[src/rtl/sad_tree_accum.sv]
// ============================================================================
// Module   : sad_tree_accum
// Purpose  : Sum-of-absolute-differences engine for block motion search.
//            Each beat carries LANES pixel pairs. A registered absolute-
//            difference stage feeds a LG-level registered adder tree, and
//            the tree output is accumulated over BEATS beats to form one
//            block SAD. Completed SADs are tagged with a candidate index
//            that advances after every block.
// Optional : `define SAD_MIN_TRACK_EN to keep the minimum SAD (and its
//            index) seen since the last search_start. When the macro is
//            undefined, best_sad and best_idx are tied to zero and the
//            comparator and best registers are not built.
// Ports    : clk          - rising-edge clock
//            rst          - synchronous active-high reset
//            in_valid     - beat qualifier, no backpressure
//            in_a, in_b   - current / reference pixels, lane k at [k*PIX_W +: PIX_W]
//            search_start - restarts candidate index, beat count and best tracking
//            sad_valid    - one-cycle pulse when a block SAD completes
//            sad_out      - block SAD, held until the next sad_valid
//            sad_idx      - candidate index of sad_out
//            best_sad     - minimum SAD since search_start (optional feature)
//            best_idx     - candidate index of best_sad (optional feature)
// Revision : 1.0 - initial release
// ============================================================================
`default_nettype none

module sad_tree_accum #(
   parameter  int LANES = 16,
   parameter  int PIX_W = 8,
   parameter  int BEATS = 16,
   parameter  int IDX_W = 8,
   localparam int LG    = $clog2(LANES),
   localparam int LB    = $clog2(BEATS),
   localparam int SAD_W = PIX_W + LG + LB
) (
   input  logic                   clk,
   input  logic                   rst,
   input  logic                   in_valid,
   input  logic [LANES*PIX_W-1:0] in_a,
   input  logic [LANES*PIX_W-1:0] in_b,
   input  logic                   search_start,
   output logic                   sad_valid,
   output logic [SAD_W-1:0]       sad_out,
   output logic [IDX_W-1:0]       sad_idx,
   output logic [SAD_W-1:0]       best_sad,
   output logic [IDX_W-1:0]       best_idx
);

   typedef logic [SAD_W-1:0] sad_t;

   // The beat counter needs at least one bit even when BEATS is 1.
   localparam int                CNT_W     = (LB > 0) ? LB : 1;
   localparam logic [CNT_W-1:0]  LAST_BEAT = CNT_W'(BEATS - 1);

   // -------------------------------------------------------------------------
   // Difference stage (s = 0) and adder tree (s = 1..LG). Stage s holds
   // LANES >> s partial sums of PIX_W + s bits, so no carry is ever lost.
   // The valid bit travels alongside; search_start drops every beat already
   // inside the tree but still admits the beat presented on that same cycle.
   // -------------------------------------------------------------------------
   for (genvar s = 0; s <= LG; s++) begin : g_stage
      localparam int N = LANES >> s;
      localparam int W = PIX_W + s;

      logic [W-1:0] sum_q [N];
      logic [W-1:0] sum_d [N];
      logic         vld_q;
      logic         vld_d;

      if (s == 0) begin : g_diff
         always_comb begin
            for (int k = 0; k < N; k++) begin
               sum_d[k] = (in_a[k*PIX_W +: PIX_W] > in_b[k*PIX_W +: PIX_W])
                        ? (in_a[k*PIX_W +: PIX_W] - in_b[k*PIX_W +: PIX_W])
                        : (in_b[k*PIX_W +: PIX_W] - in_a[k*PIX_W +: PIX_W]);
            end
            vld_d = in_valid;
         end
      end else begin : g_add
         always_comb begin
            for (int k = 0; k < N; k++) begin
               sum_d[k] = {1'b0, g_stage[s-1].sum_q[2*k]}
                        + {1'b0, g_stage[s-1].sum_q[2*k+1]};
            end
            vld_d = g_stage[s-1].vld_q && !search_start;
         end
      end

      always_ff @(posedge clk) begin
         if (rst) begin
            vld_q <= 1'b0;
         end else begin
            vld_q <= vld_d;
         end
         sum_q <= sum_d;
      end
   end

   // -------------------------------------------------------------------------
   // Block accumulator at the tree output
   // -------------------------------------------------------------------------
   logic             tree_vld;
   sad_t             tree_sum;
   sad_t             blk_sum;
   logic             blk_done;

   sad_t             acc_q,       acc_d;
   logic [CNT_W-1:0] beat_q,      beat_d;
   logic [IDX_W-1:0] cand_q,      cand_d;
   logic             sad_valid_q, sad_valid_d;
   sad_t             sad_out_q,   sad_out_d;
   logic [IDX_W-1:0] sad_idx_q,   sad_idx_d;

   always_comb begin
      tree_vld = g_stage[LG].vld_q;
      tree_sum = sad_t'(g_stage[LG].sum_q[0]);
      // First beat of a block loads rather than adds, so the accumulator
      // never needs an explicit clear between blocks.
      blk_sum  = (beat_q == '0) ? tree_sum : (acc_q + tree_sum);
      blk_done = tree_vld && (beat_q == LAST_BEAT) && !search_start;

      acc_d       = acc_q;
      beat_d      = beat_q;
      cand_d      = cand_q;
      sad_valid_d = 1'b0;
      sad_out_d   = sad_out_q;
      sad_idx_d   = sad_idx_q;

      if (search_start) begin
         acc_d  = '0;
         beat_d = '0;
         cand_d = '0;
      end else if (tree_vld) begin
         acc_d  = blk_sum;
         beat_d = blk_done ? '0 : (beat_q + CNT_W'(1));
         if (blk_done) begin
            sad_valid_d = 1'b1;
            sad_out_d   = blk_sum;
            sad_idx_d   = cand_q;
            cand_d      = cand_q + IDX_W'(1);
         end
      end
   end

   always_ff @(posedge clk) begin
      if (rst) begin
         acc_q       <= '0;
         beat_q      <= '0;
         cand_q      <= '0;
         sad_valid_q <= 1'b0;
         sad_out_q   <= '0;
         sad_idx_q   <= '0;
      end else begin
         acc_q       <= acc_d;
         beat_q      <= beat_d;
         cand_q      <= cand_d;
         sad_valid_q <= sad_valid_d;
         sad_out_q   <= sad_out_d;
         sad_idx_q   <= sad_idx_d;
      end
   end

   assign sad_valid = sad_valid_q;
   assign sad_out   = sad_out_q;
   assign sad_idx   = sad_idx_q;

   // -------------------------------------------------------------------------
   // Optional minimum tracking. Only a strictly smaller SAD replaces the
   // current best, so ties keep the earlier candidate. The best registers
   // update on the same edge that raises sad_valid.
   // -------------------------------------------------------------------------
`ifdef SAD_MIN_TRACK_EN
   sad_t             best_sad_q, best_sad_d;
   logic [IDX_W-1:0] best_idx_q, best_idx_d;

   always_comb begin
      best_sad_d = best_sad_q;
      best_idx_d = best_idx_q;
      if (search_start) begin
         best_sad_d = '1;
         best_idx_d = '0;
      end else if (blk_done && (blk_sum < best_sad_q)) begin
         best_sad_d = blk_sum;
         best_idx_d = cand_q;
      end
   end

   always_ff @(posedge clk) begin
      if (rst) begin
         best_sad_q <= '1;
         best_idx_q <= '0;
      end else begin
         best_sad_q <= best_sad_d;
         best_idx_q <= best_idx_d;
      end
   end

   assign best_sad = best_sad_q;
   assign best_idx = best_idx_q;
`else
   assign best_sad = '0;
   assign best_idx = '0;
`endif

endmodule

`default_nettype wire

[config.mk]
export PLATFORM = sky130hd
export DESIGN_NAME = sad_tree_accum
export DESIGN_NICKNAME = d
export VERILOG_FILES = /design/src/rtl/sad_tree_accum.sv
export SDC_FILE = /design/constraint.sdc
export NUM_CORES = 1
export LEC_CHECK = 0
export CAP_MARGIN = 40
export CORE_MARGIN = 4
export CORE_UTILIZATION = 35
export DETAILED_ROUTE_END_ITERATION = 12
export PLACE_DENSITY = 0.62
export SYNTH_ARGS = -nofsm -noshare
export SYNTH_HDL_FRONTEND = slang
export SYNTH_SLANG_ARGS = --single-unit
[constraint.sdc]
create_clock -name clk -period 2.4 [get_ports clk]
set_input_delay 0.24 -clock clk [delete_from_list [all_inputs] [get_ports clk]]
set_output_delay 0.24 -clock clk [all_outputs]
set_load 0.01 [all_outputs]
==> metrics.cfg <==
[status]
status=complete, no violations

[route]
dr.pass1.iters=5
wire_per_inst_um=13.3
ant_nets=0
viasPerCell=4.64
wirelength_mm=54.6
via_count=19061
drc=0
drt_iter0_drc=638

[worst_hold_path]
hp-class=primary input to flip-flop

[die]
rows=95
die_area_sq_um=72400
dieWidth_um=269
core-area_sq_um=67400
boundaryPins=309
start_util_pct=35.4
dieHeight_um=269

[setup_path]
slowest_stage=o32ai_2
arrival_ns=2.74
criticalPathCategory=primary input to flip-flop
worstPathMaxFanout=6
crit_chain=clkdlybuf4s50_1 > ha_1 > fa_1 > nand3b_1 > a21oi_1 > o32ai_2 > mux2_2 > a211oi_2 > xnor2_1
start_kind=primary input
endpoint_kind=flip-flop
worst_path_largest_cell_delay_ns=0.49
required_ns=2.87

[synth]
async_reset_ff_share_pct=0
synth_edf_count=0
ys_ff_latch=332
synth.distinct_cells=63
yosysSeqAreaShare_pct=27.9
syn_area_sq_um=23900
synth_ff_type=dfxtp_1
yosysWarnings=0
syn_inst=2669
synth_area_per_cell_sq_um=8.94

[clocking]
tritoncts=done
clock_latency_ns=0.53
numCtsBuffers=38
clk_pin_slew_worst_paths_ns=0.06
cts_buffer_depth=3
h-tree-depth=2
numClockSinks=332
cts_root_buf=clkbuf_16

[global_routing]
grt_pass1_wl_mm=91.1
grt_start_max_net_pins=27
grtUsageTotal_pct=14.8
antenna_found_initial=2
gr-total-overflow=0
grt_pass1_vias=19093

[sta]
setup-violations-final=0
max_slew_margin_pct=65.6
tightest_slew_ns=0.514
fin_worst_skew_ns=0.0236
slew_violations=0
finalCritPeriodShare_pct=94.8
period_minus_slack_ns=2.27
final-hold-violation-count=0
setup_ws_ns=0.126
fmax_ghz=0.440
grt_setup_unrepaired=false
fin_setup_tns_ns=0

[place]
gp_congestion=0.860
dp.cells=4043
io_buffers=284
dp_hpwl_mm=45.8
post-place-ws_ns=-0.425

[power_and_ir_drop]
peakVddDrop_mv=0.473
power_leakage_uw=0.0146
p_per_area_nw_per_um2=891

[cells_and_area]
layoutNonFillerInstCount=4112
final_util_pct=45.6
drive_gt1_share_pct=12.3
syn_to_final_growth_pct=28.8
nets=3906

[job]
drv_cap=0

## worst max-delay path, delay by kind of cell
family,cells,cell delay (ns)
compound gates,3,0.82
xor+xnor,1,0.13
simple gates,1,0.16
fa+ha+maj,2,0.50
mux,1,0.41
buf+inv,1,0.48
## cell usage after synthesis, types with 6 or more instances
| cell type | instances | area [sq um] |
|---|---|---|
| a21o_1 | 39 | 293 |
| nor2b_1 | 79 | 494 |
| o21a_1 | 11 | 82.6 |
| and2_1 | 16 | 100 |
| o22a_1 | 9 | 78.8 |
| mux2_2 | 14 | 158 |
| a211oi_2 | 7 | 87.6 |
| o21ai_0 | 152 | 761 |
| a31oi_1 | 18 | 113 |
| nand4_1 | 27 | 169 |
| clkbuf_1 | 15 | 56.3 |
| ha_1 | 386 | 4830 |
| a21oi_1 | 154 | 771 |
| mux2_4 | 7 | 105 |
| xnor2_1 | 121 | 1060 |
| buf_6 | 9 | 101 |
| a211o_1 | 9 | 78.8 |
| or3_1 | 12 | 75.1 |
| o32ai_2 | 7 | 114 |
| nor2_1 | 197 | 739 |
| a21boi_0 | 28 | 210 |
| a221oi_1 | 9 | 78.8 |
| xor2_1 | 88 | 771 |
| nor3b_1 | 7 | 52.6 |
| dfxtp_1 | 332 | 6650 |
| a211oi_1 | 31 | 233 |
| buf_2 | 17 | 85.1 |
| o41a_1 | 6 | 67.6 |
| o21bai_1 | 11 | 82.6 |
| o41ai_1 | 34 | 298 |
| fa_1 | 48 | 961 |
| nand2b_1 | 31 | 194 |
| o211ai_1 | 12 | 90.1 |
| mux2i_1 | 92 | 921 |
| buf_4 | 36 | 270 |
| inv_1 | 341 | 1280 |
| nand3_1 | 36 | 180 |
| nor3_1 | 51 | 255 |
| or2_2 | 12 | 75.1 |
| nand3b_1 | 10 | 75.1 |
| nand2_1 | 102 | 383 |
## path summary, 6_finish.rpt
kind | start | end | slack [ns] | cells after the start
worst max register to register | g_stage[4].sum_q[0]$_DFF_P_ | acc_q[8]$_SDFFE_PP0P_ | 0.14 | 10
worst max-delay path | in_b[64] | g_stage[0].sum_q[61]$_DFF_P_ | 0.13 | 9
worst min-delay path | in_valid | g_stage[0].vld_q$_SDFF_PP0_ | 0.31 | 2
worst min register to register | g_stage[0].vld_q$_SDFF_PP0_ | g_stage[1].vld_q$_SDFF_PP0_ | 0.41 | 1
## cell type report
cell class              instances  area (sq um)
multi-input cells            1938         15500
repair buffers                561          4970
inverters                     341          1280
clock buffers                  52          1050
well taps                     873          1090
fillers                      6486         36700
clock inverters                13           183
diodes                          2          5.00
flip-flops and latches        332          6650
## per-stage QoR
step	instance area [sq um]	total power (uW)	hold WS, ns
floorplan	23900	18100	0.368
CTS	30700	27800	0.264
finish	30700	27400	0.309
global placement	29500	21700	0.412
detailed placement	29500	21800	0.421
global route	30700	29900	0.276
## state kept, by name (all words and copies together) (netlist names)
| register | cells |
|---|---|
| g_stage.sum_q | 274 |
| sad_idx | 8 |
| beat_q | 4 |
| g_stage.vld_q | 5 |
| sad_valid | 1 |
| acc_q | 16 |
| sad_out | 16 |
| cand_q | 8 |
## layout by cell type (no fill, tap or decap), types with 51 or more instances in the layout
| cell type | count |
|---|---|
| a21oi_1 | 153 |
| inv_1 | 341 |
| clkdlybuf4s50_1 | 284 |
| nor3_1 | 51 |
| ha_1 | 385 |
| buf_4 | 273 |
| dfxtp_1 | 330 |
| mux2i_1 | 92 |
| xnor2_1 | 121 |
| nor2b_1 | 79 |
| nand2_1 | 102 |
| nor2_1 | 195 |
| o21ai_0 | 152 |
| xor2_1 | 88 |
## power by group
group | leakage [uW] | switching (uW) | internal, uW
combinational | 0.0112 | 6570 | 6550
clock | 0.000606 | 2260 | 3500
sequential | 0.00278 | 915 | 7600
## cells by family after synthesis
family          after synthesis  synth area share, %
simple gates                596                 12.2
compound gates              562                 15.4
fa+ha+maj                   434                 24.3
buf+inv                     422                 7.62
flops                       332                 27.9
xor+xnor                    209                 7.67
mux                         113                 4.96
other cells                   1               0.0157
## routing by layer
layer  track usage, %  routed length (um)  up-vias
met5                0                   0        -
met4             3.78                1110        0
met3             2.08                1730       65
met2             26.6               26600      245
met1             18.5               25200     8604
li1                 -                   -    10147
## timing repair
item | in CTS | in global routing
resized for setup | 0 | 8
hold endpoints to repair | 0 | 0
endpoints found under the setup margin | 0 | 6
buffers inserted | 0 | 2
hold buffers | 0 | 0
Power figures use the tool's default switching activity.
